===== config.mk =====
export PLATFORM = sky130hd
export DESIGN_NAME = data_connect_fifo_pipe
export DESIGN_NICKNAME = d
export VERILOG_FILES = /design/src/rtl/data_pipe_pkg.sv /design/src/rtl/data_pipe_ptr_ctrl.sv /design/src/rtl/data_connect_fifo_pipe.sv
export SDC_FILE = /design/constraint.sdc
export NUM_CORES = 1
export LEC_CHECK = 0
export BUFFER_PORTS_ARGS = -buffer_cell sky130_fd_sc_hd__buf_2
export CORE_MARGIN = 2
export CORE_UTILIZATION = 57
export DETAILED_ROUTE_END_ITERATION = 8
export GPL_TIMING_DRIVEN = 0
export PLACE_DENSITY_LB_ADDON = 0.08
export REMOVE_ABC_BUFFERS = 1
export SETUP_SLACK_MARGIN = 0.02
export SYNTH_ARGS = -nofsm -noshare
export SYNTH_HDL_FRONTEND = slang
export SYNTH_SLANG_ARGS = --single-unit

===== constraint.sdc =====
create_clock -name clock -period 2.33 [get_ports clock]
set_clock_uncertainty 0.2 [all_clocks]
set_input_delay 0.3495 -clock clock [delete_from_list [all_inputs] [get_ports clock]]
set_output_delay 0.3495 -clock clock [all_outputs]
set_load 0.02 [all_outputs]

===== src/rtl/data_pipe_pkg.sv =====
// Shared types and helpers for the data_connect_fifo_pipe decoupling stage.
package data_pipe_pkg;

    typedef enum logic [1:0] {
        ST_EMPTY  = 2'd0,
        ST_ACTIVE = 2'd1,
        ST_FULL   = 2'd2
    } pipe_state_e;

    localparam int MODE_HANDSHAKE = 0;
    localparam int MODE_PUSH      = 1;

    // Occupancy counter width: must hold the value DEPTH itself.
    function automatic int clog2_cnt(input int depth);
        return $clog2(depth + 1);
    endfunction

endpackage


===== src/rtl/data_pipe_ptr_ctrl.sv =====
// Pointer, occupancy and FSM control for the circular buffer; all status
// outputs are registered so no combinational path crosses the stage.
module data_pipe_ptr_ctrl
    import data_pipe_pkg::*;
#(
    parameter int DEPTH     = 4,
    parameter int AF_LEVEL  = 3,
    parameter int PUSH_MODE = MODE_HANDSHAKE
) (
    input  logic                         clock,
    input  logic                         rst,
    input  logic                         clk_en,
    input  logic                         flush,
    input  logic                         from_up_vld,
    input  logic                         from_down_ready,
    output logic                         to_up_ready,
    output logic                         to_down_vld,
    output logic [clog2_cnt(DEPTH)-1:0]  count,
    output logic                         almost_full,
    output logic                         over_flow,
    output logic                         wr_en,
    output logic [$clog2(DEPTH)-1:0]     wr_ptr,
    output logic [$clog2(DEPTH)-1:0]     head_ptr_nxt,
    output logic                         head_vld_nxt,
    output logic                         head_bypass
);

    localparam int PW = $clog2(DEPTH);
    localparam int CW = clog2_cnt(DEPTH);

    pipe_state_e   state_q, state_d;
    logic [PW-1:0] wr_ptr_q, wr_ptr_d;
    logic [PW-1:0] rd_ptr_q, rd_ptr_d;
    logic [CW-1:0] count_q, count_d;
    logic          ready_q, ready_d;
    logic          vld_q, vld_d;
    logic          af_q, af_d;
    logic          ovf_q, ovf_d;

    logic full, pop, push, flush_en, push_eff, pop_eff;

    always_comb begin
        full     = (state_q == ST_FULL);
        flush_en = flush & clk_en;
        pop      = vld_q & from_down_ready & clk_en;
        if (PUSH_MODE == MODE_PUSH) begin
            push = from_up_vld & clk_en & (~full | pop);
        end else begin
            push = from_up_vld & clk_en & ready_q;
        end
        push_eff = push & ~flush_en;
        pop_eff  = pop & ~flush_en;
    end

    always_comb begin
        wr_ptr_d = wr_ptr_q;
        rd_ptr_d = rd_ptr_q;
        count_d  = count_q;
        ovf_d    = ovf_q;
        if (flush_en) begin
            wr_ptr_d = '0;
            rd_ptr_d = '0;
            count_d  = '0;
        end else begin
            if (push_eff) wr_ptr_d = wr_ptr_q + PW'(1);
            if (pop_eff)  rd_ptr_d = rd_ptr_q + PW'(1);
            if (push_eff && !pop_eff) begin
                count_d = count_q + CW'(1);
            end else if (pop_eff && !push_eff) begin
                count_d = count_q - CW'(1);
            end
            // A push-only producer writing into a full buffer loses its word.
            if ((PUSH_MODE == MODE_PUSH) && from_up_vld && clk_en && full && !pop) begin
                ovf_d = 1'b1;
            end
        end
    end

    always_comb begin
        state_d = state_q;
        if (flush_en) begin
            state_d = ST_EMPTY;
        end else begin
            case (state_q)
                ST_EMPTY: begin
                    if (push_eff) state_d = ST_ACTIVE;
                end
                ST_ACTIVE: begin
                    if (push_eff && !pop_eff && count_q == CW'(DEPTH - 1)) begin
                        state_d = ST_FULL;
                    end else if (pop_eff && !push_eff && count_q == CW'(1)) begin
                        state_d = ST_EMPTY;
                    end
                end
                ST_FULL: begin
                    if (pop_eff && !push_eff) state_d = ST_ACTIVE;
                end
                default: state_d = ST_EMPTY;
            endcase
        end
    end

    always_comb begin
        ready_d = ready_q;
        vld_d   = vld_q;
        af_d    = af_q;
        if (clk_en) begin
            ready_d = (state_d != ST_FULL);
            vld_d   = (state_d != ST_EMPTY);
            af_d    = (count_d >= CW'(AF_LEVEL));
        end
    end

    always_ff @(posedge clock) begin
        if (rst) begin
            state_q  <= ST_EMPTY;
            wr_ptr_q <= '0;
            rd_ptr_q <= '0;
            count_q  <= '0;
            ready_q  <= 1'b0;
            vld_q    <= 1'b0;
            af_q     <= 1'b0;
            ovf_q    <= 1'b0;
        end else begin
            state_q  <= state_d;
            wr_ptr_q <= wr_ptr_d;
            rd_ptr_q <= rd_ptr_d;
            count_q  <= count_d;
            ready_q  <= ready_d;
            vld_q    <= vld_d;
            af_q     <= af_d;
            ovf_q    <= ovf_d;
        end
    end

    // The head register is loaded from the write port when the new head is
    // the word being written this cycle (buffer was empty).
    always_comb begin
        to_up_ready  = ready_q;
        to_down_vld  = vld_q;
        count        = count_q;
        almost_full  = af_q;
        over_flow    = ovf_q;
        wr_en        = push_eff;
        wr_ptr       = wr_ptr_q;
        head_ptr_nxt = rd_ptr_d;
        head_vld_nxt = vld_d;
        head_bypass  = push_eff && (wr_ptr_q == rd_ptr_d);
    end

endmodule


===== src/rtl/data_connect_fifo_pipe.sv =====
// DEPTH-entry valid/ready decoupling buffer: storage array plus registered
// head-data output; control lives in data_pipe_ptr_ctrl.
module data_connect_fifo_pipe
    import data_pipe_pkg::*;
#(
    parameter int DSIZE     = 8,
    parameter int DEPTH     = 4,
    parameter int AF_LEVEL  = 3,
    parameter int PUSH_MODE = MODE_HANDSHAKE
) (
    input  logic                         clock,
    input  logic                         rst,
    input  logic                         clk_en,
    input  logic                         flush,
    input  logic                         from_up_vld,
    input  logic [DSIZE-1:0]             from_up_data,
    output logic                         to_up_ready,
    input  logic                         from_down_ready,
    output logic                         to_down_vld,
    output logic [DSIZE-1:0]             to_down_data,
    output logic [clog2_cnt(DEPTH)-1:0]  count,
    output logic                         almost_full,
    output logic                         over_flow
);

    localparam int PW = $clog2(DEPTH);

    logic             wr_en;
    logic [PW-1:0]    wr_ptr;
    logic [PW-1:0]    head_ptr_nxt;
    logic             head_vld_nxt;
    logic             head_bypass;

    logic [DSIZE-1:0] mem_q [DEPTH];
    logic [DSIZE-1:0] data_q, data_d;

    data_pipe_ptr_ctrl #(
        .DEPTH     (DEPTH),
        .AF_LEVEL  (AF_LEVEL),
        .PUSH_MODE (PUSH_MODE)
    ) u_ctrl (
        .clock           (clock),
        .rst             (rst),
        .clk_en          (clk_en),
        .flush           (flush),
        .from_up_vld     (from_up_vld),
        .from_down_ready (from_down_ready),
        .to_up_ready     (to_up_ready),
        .to_down_vld     (to_down_vld),
        .count           (count),
        .almost_full     (almost_full),
        .over_flow       (over_flow),
        .wr_en           (wr_en),
        .wr_ptr          (wr_ptr),
        .head_ptr_nxt    (head_ptr_nxt),
        .head_vld_nxt    (head_vld_nxt),
        .head_bypass     (head_bypass)
    );

    // Storage is deliberately not reset; validity is tracked by the control.
    always_ff @(posedge clock) begin
        if (wr_en) begin
            mem_q[wr_ptr] <= from_up_data;
        end
    end

    always_comb begin
        data_d = data_q;
        if (clk_en) begin
            if (!head_vld_nxt) begin
                data_d = '0;
            end else if (head_bypass) begin
                data_d = from_up_data;
            end else begin
                data_d = mem_q[head_ptr_nxt];
            end
        end
    end

    always_ff @(posedge clock) begin
        if (rst) begin
            data_q <= '0;
        end else begin
            data_q <= data_d;
        end
    end

    assign to_down_data = data_q;

endmodule


## Word-level counts from Yosys, hierarchy flattened

Memory sizes are Yosys's and may differ from the RTL's.
Index checks and enable logic that the tools add are counted.

- Register bits after elaboration: 20
- Bits in latches: 0
- RAM bits: 32
- Bits in read-only memories: 0
- Bits of input ports: 14
- Logic and storage cells: 54
- Memories: 1

- Add/sub/neg operators: 4
- Multipliers: 0
- Divide/modulo/power cells: 0
- $lt $le $gt $ge: 1
- Equality and inequality tests: 6
- Shifts and indexed selects: 0
- Muxes and demuxes: 16
- Bitwise operators: 8
- Reduce and logical (&&, ||, !) cells: 10

Memories:

| memory | words | width | read ports | clocked after Yosys merged registers in | wr ports | line | text |
|---|---|---|---|---|---|---|---|
| mem_q | 4 | 8 | 1 | 0 | 1 | data_connect_fifo_pipe.sv:34 | `logic [DSIZE-1:0] mem_q [DEPTH];` |

Operators by type and width:

| kind | number |
|---|---|
| $mux W8 | 2 |
| $mux W2 | 7 |
| $mux W3 | 3 |
| $and A1 B1 Y1 | 7 |
| $pmux W2 S3 | 1 |
| $logic_and A1 B1 Y1 | 5 |
| $add A2 B1 Y2 const B | 2 |
| $add A3 B1 Y3 const B | 1 |
| $eq A3 B1 Y1 const B | 1 |
| $eq A3 B2 Y1 const B | 1 |
| $ge A3 B2 Y1 const B | 1 |
| $mux W1 | 3 |
| $sub A3 B1 Y3 const B | 1 |
| $eq A2 B1 Y1 const B | 1 |
| $eq A2 B2 Y1 | 1 |
| $eq A2 B2 Y1 const B | 1 |
| $logic_not A1 Y1 | 2 |
| $logic_not A2 Y1 | 1 |
| $ne A2 B2 Y1 const B | 1 |
| $reduce_bool A2 Y1 | 1 |
| $reduce_or A2 Y1 | 1 |
| $not A1 Y1 | 1 |

## Depth between registers and ports, before layout

- Depth after elaboration: 13
- Depth in mapped cells: 8
- Mapped depth without buffers: 7

## Modules after synthesis

A second synthesis with hierarchy kept.

- Cells, all modules: 180
- Area, all modules: 2411.1 um^2

By module, submodules not included:

| module | instances | cells each | area each (um^2) |
|---|---|---|---|
| data_connect_fifo_pipe | 1 | 90 | 1642.8 |
| data_pipe_ptr_ctrl | 1 | 90 | 768.2 |

## Least setup slack after synthesis

No wires, ideal clock.

- Path type: register -> register
- Start: register u_ctrl.vld_q, in the netlist u_ctrl.to_down_vld
- End: register data_q[7], in the netlist to_down_data[7]
- Arrival time: 1.853 ns
- Path slack: 0.155 ns
- Stages on the path, launching flop included: 8
- Clock period less this slack: 2.175 ns
- Cell sequence: dfxtp_1 and2_1 buf_4 nand3_1 a31oi_4 clkbuf_1 a21oi_1 a221o_1

- Cells in the longest elaborated chain, start to end: 12

RTL lines:

| what | line | text |
|---|---|---|
| start: declaration | data_pipe_ptr_ctrl.sv:36 | `logic vld_q, vld_d;` |
| start signal: assignment | data_pipe_ptr_ctrl.sv:130 | `vld_q <= vld_d;` |
| $and A1 B1 Y1 (2 in a row) | data_pipe_ptr_ctrl.sv:45 | `pop = vld_q & from_down_ready & clk_en;` |
| $and A1 B1 Y1 | data_pipe_ptr_ctrl.sv:52 | `pop_eff = pop & ~flush_en;` |
| $logic_and A1 B1 Y1 or $logic_not A1 Y1 (tied branches) | data_pipe_ptr_ctrl.sv:91, data_pipe_ptr_ctrl.sv:96, data_pipe_ptr_ctrl.sv:89 |  |
| $logic_and A1 B1 Y1, on equally long branches | data_pipe_ptr_ctrl.sv:91, data_pipe_ptr_ctrl.sv:89 |  |
| $mux W2 or $logic_and A1 B1 Y1 (tied branches) | data_pipe_ptr_ctrl.sv:91, data_pipe_ptr_ctrl.sv:89 |  |
| $mux W2 | data_pipe_ptr_ctrl.sv:89 | `if (push_eff && !pop_eff && count_q == CW'(DEPTH - 1)) begin` |
| $pmux W2 S3 | data_pipe_ptr_ctrl.sv:84 | `case (state_q)` |
| $mux W2 | data_pipe_ptr_ctrl.sv:81 | `if (flush_en) begin` |
| $reduce_bool A2 Y1 | data_pipe_ptr_ctrl.sv:109 | `vld_d = (state_d != ST_EMPTY);` |
| $mux W1 | data_pipe_ptr_ctrl.sv:107 | `if (clk_en) begin` |
| $mux W8 (*) | data_connect_fifo_pipe.sv:70 | `if (!head_vld_nxt) begin` |
| end signal: assignment | data_connect_fifo_pipe.sv:84 | `data_q <= data_d;` |
| end: declaration | data_connect_fifo_pipe.sv:35 | `logic [DSIZE-1:0] data_q, data_d;` |

Mark *: on every way between the ends. The rest lies on a longest branch, timed or not.
A chain may end at the register's enable or synchronous reset.

## Worst setup path in the final report

- Start: register u_ctrl.rd_ptr_q[0]
- End: register data_q[6], in the netlist to_down_data[6]

- Cells in the longest elaborated chain, start to end: 7

RTL lines:

| what | line | text |
|---|---|---|
| start: declaration | data_pipe_ptr_ctrl.sv:33 | `logic [PW-1:0] rd_ptr_q, rd_ptr_d;` |
| start signal: assignment | data_pipe_ptr_ctrl.sv:127 | `rd_ptr_q <= rd_ptr_d;` |
| $add A2 B1 Y2 | data_pipe_ptr_ctrl.sv:66 | `if (pop_eff) rd_ptr_d = rd_ptr_q + PW'(1);` |
| $mux W2 (*) | data_pipe_ptr_ctrl.sv:66 |  |
| $mux W2 (*) | data_pipe_ptr_ctrl.sv:60 | `if (flush_en) begin` |
| branches (longest 2 deep; another with $mem_v2 Z4 W8) | - |  |
| $mux W8 (*) | data_connect_fifo_pipe.sv:72 | `end else if (head_bypass) begin` |
| $mux W8 (*) | data_connect_fifo_pipe.sv:70 |  |

Every way passes the cells marked *.

==> impl_metrics.json <==
{
  "status": "finished, final reports clean",
  "synth-edff-count": 32,
  "cts_made_buffers": 5,
  "ys.warnings.count": 0,
  "grt.total_usage_pct": 21.98,
  "maxCapViolations": 0,
  "holdBufCountCts": 0,
  "drive_gt1_share_pct": 22.55,
  "syn_inst": 205,
  "synth_top_family_by_area": "simple AND/OR/NAND/NOR gates",
  "synth_fa_ha_area_share_pct": 4.156,
  "antennaDiodeCount": 0,
  "syn_area_per_cell_um2": 11.75,
  "hold_depth": 1,
  "synth-xor-area-share_pct": 2.442,
  "dr_total_vias": 1694,
  "hpwl_mm": 3.350,
  "drt-total-wl_mm": 4.911,
  "cts_root_buffer": "clkbuf_8",
  "crit_chain": "inv_1 -> nor4b_4 -> a31oi_4 -> xnor2_2 -> nor4bb_2 -> buf_4 -> a221o_1",
  "fmax_ghz": 0.4509,
  "port_buffers": 27,
  "r2r_cells": 7,
  "seq_area_frac_synth_pct": 56.52,
  "drv_slew": 0,
  "place.gp.congestion": 0.8298,
  "grt_pass1_wl_mm": 8.183,
  "synth_seq_cells": 52,
  "htreeDepth": 2,
  "num_io_pins": 29,
  "die-area_mm2": 0.004762,
  "seq_area_mm2": 0.001363,
  "synth_compound_area_share_pct": 13.77,
  "clk_latency_ns": 0.31,
  "multi_input_area_mm2": 0.001016,
  "synth_async_sr_flop_share_pct": 0,
  "tightest_slew_ns": 0.5590,
  "end_kind": "register",
  "yosys.area_share.simple_pct": 15.38,
  "setup_viol": 0,
  "path_clk_slew_ns": 0.10,
  "critPathRequiredTime_ns": 2.34,
  "drt_iter0_markers": 114,
  "power.density_mw_per_mm2": 584.6,
  "area_growth_syn_to_layout_pct": 13.40,
  "crit_fanout": 8,
  "viasPerCell": 5.944,
  "slew_headroom_pct": 62.59,
  "rsz0062_at_grt": "false",
  "cts_tree": "yes",
  "finish.utilization_pct": 67.80,
  "final_cell_mix": "edfxtp_1 (32), buf_2 (27), nor2_1 (22), dfxtp_1 (19), nand2_1 (14)",
  "power_mw": 1.597,
  "core.rowCount": 23,
  "drc": 0,
  "antenna_found_initial": 0,
  "hold_viol_final": 0,
  "grt_overflow_total": 0,
  "synth_cell_types": 40,
  "final_nets": 256,
  "wl_per_cell_um": 17.23,
  "setup_tns_ns": 0,
  "clockBufferDepth": 2,
  "dieWidth_um": 69.01,
  "layout_commonest_cell": "edfxtp_1",
  "cp_slowest_stage_delay_ns": 0.44,
  "cp_slowest_cell": "dfxtp_2",
  "hold_path_class": "in2reg",
  "grt_pass1_vias": 1693,
  "crit_type": "reg2reg",
  "initial_core_util_pct": 59.78,
  "post-route-period-util_pct": 95.19,
  "synth_area_mm2": 0.002409,
  "vdd_drop_max_v": 0.0003073,
  "clock_sink_count": 52,
  "crit_arrival_ns": 2.22,
  "drtPass1Iterations": 4,
  "reg2reg_slack_ns": 0.11,
  "grt_start_max_net_pins": 19,
  "antenna_left": 0,
  "fillers": 318,
  "leakage_nw": 0.9852,
  "dieHeight_um": 69.01,
  "coreArea_mm2": 0.004029,
  "synthMuxAreaShare_pct": 4.156,
  "critPathLaunchType": "register",
  "layout_min_cycle_time_ns": 2.218,
  "synth_ff_type": "edfxtp_1"
}
==> per-stage QoR <==
stage / instances / hold slack [ns] / setup slack [ns] / instance area [um^2]
2_1_floorplan: 195 / 0.2186 / -0.3329 / 2349
3_3_place_gp: 272 / 0.2762 / -1.305 / 2546
3_5_place_dp: 273 / 0.2905 / -0.6346 / 2560
4_1_cts: 282 / 0.05789 / 0.04291 / 2704
5_1_grt: 285 / 0.06240 / 0.02073 / 2731
6_report: 285 / 0.06428 / 0.1122 / 2731
==> cell type report <==
type                       instances  area share [%]
sequential                        52           49.89
multi-input combinational        137           37.20
timing repair buffer              32           6.322
clock buffer                       5           2.519
tap                               50           2.290
clock inverter                     3          0.9620
inverter                           6          0.8246
==> final timing paths <==
| kind | startpoint | to |
|---|---|---|
| max | u_ctrl.rd_ptr_q[0]$_SDFF_PP0_ | to_down_data[6]$_SDFFE_PP0P_ |
| min | from_up_data[4] | mem_q[2][4]$_DFFE_PP_ |
| max reg2reg | u_ctrl.rd_ptr_q[0]$_SDFF_PP0_ | to_down_data[6]$_SDFFE_PP0P_ |
| min reg2reg | u_ctrl.wr_ptr[1]$_SDFFE_PP0P_ | u_ctrl.wr_ptr[1]$_SDFFE_PP0P_ |
==> power breakdown <==
part | total [mW] | switching, mW | internal (mW)
sequential | 0.986 | 0.00482 | 0.981
clock | 0.534 | 0.314 | 0.219
combinational | 0.0773 | 0.0509 | 0.0264
total | 1.60 | 0.370 | 1.23
==> cells in the mapped netlist, types with 3 or more instances <==
cell	number	share of area (%)
nand2b_1	4	1.0
dfxtp_1	20	17
a21oi_1	12	2.5
nor2_1	22	3.4
edfxtp_1	32	40
nor2b_1	3	0.78
nand2_1	14	2.2
xnor2_1	3	1.1
ha_1	8	4.2
a221o_1	8	3.3
buf_4	3	0.93
buf_2	3	0.62
nand3_1	3	0.62
a211oi_1	10	3.1
inv_1	6	0.93
and2_1	14	3.6
mux2i_1	10	4.2
==> logic make-up after synthesis <==
kind of cell	count (synthesis)
xor+xnor	5
mux	10
other cells	1
flops	52
simple gates	69
buf+inv	16
fa+ha+maj	8
compound gates	44
==> sequential cells by signal, indices dropped and copies added (netlist names) <==
name	flops
mem_q	32
to_down_data	8
u_ctrl.count	3
u_ctrl.rd_ptr_q	2
u_ctrl.state_q	2
u_ctrl.wr_ptr	2
u_ctrl.almost_full	1
u_ctrl.to_down_vld	1
u_ctrl.to_up_ready	1
==> critical path, delay by kind of cell, from the launching register on <==
kind | cells | cell delay [ns]
buffers and inverters | 2 | 0.32
AO/OA/AOI/OAI | 2 | 0.45
flip-flops | 1 | 0.44
AND/OR/NAND/NOR | 2 | 0.53
XOR/XNOR | 1 | 0.18
==> what timing repair did <==
item                                   4_1_cts  5_1_grt
endpoints found under the hold margin        0        0
setup endpoints to repair                    9        8
gates cloned                                 0        0
pin swaps                                    1        3
gates resized for setup                      8        2
setup buffers                                1        3
==> routing by layer <==
metal | global-route usage [%] | vias to the layer above | part of all wire [%]
met3 | 5.263 | 16 | 4.7
met4 | 10.46 | 0 | 2.7
li1 | - | 812 | -
met2 | 36.75 | 52 | 50
met1 | 26.70 | 814 | 43
met5 | 0 | - | 0
Note: power is estimated with default switching activity, not from simulation.
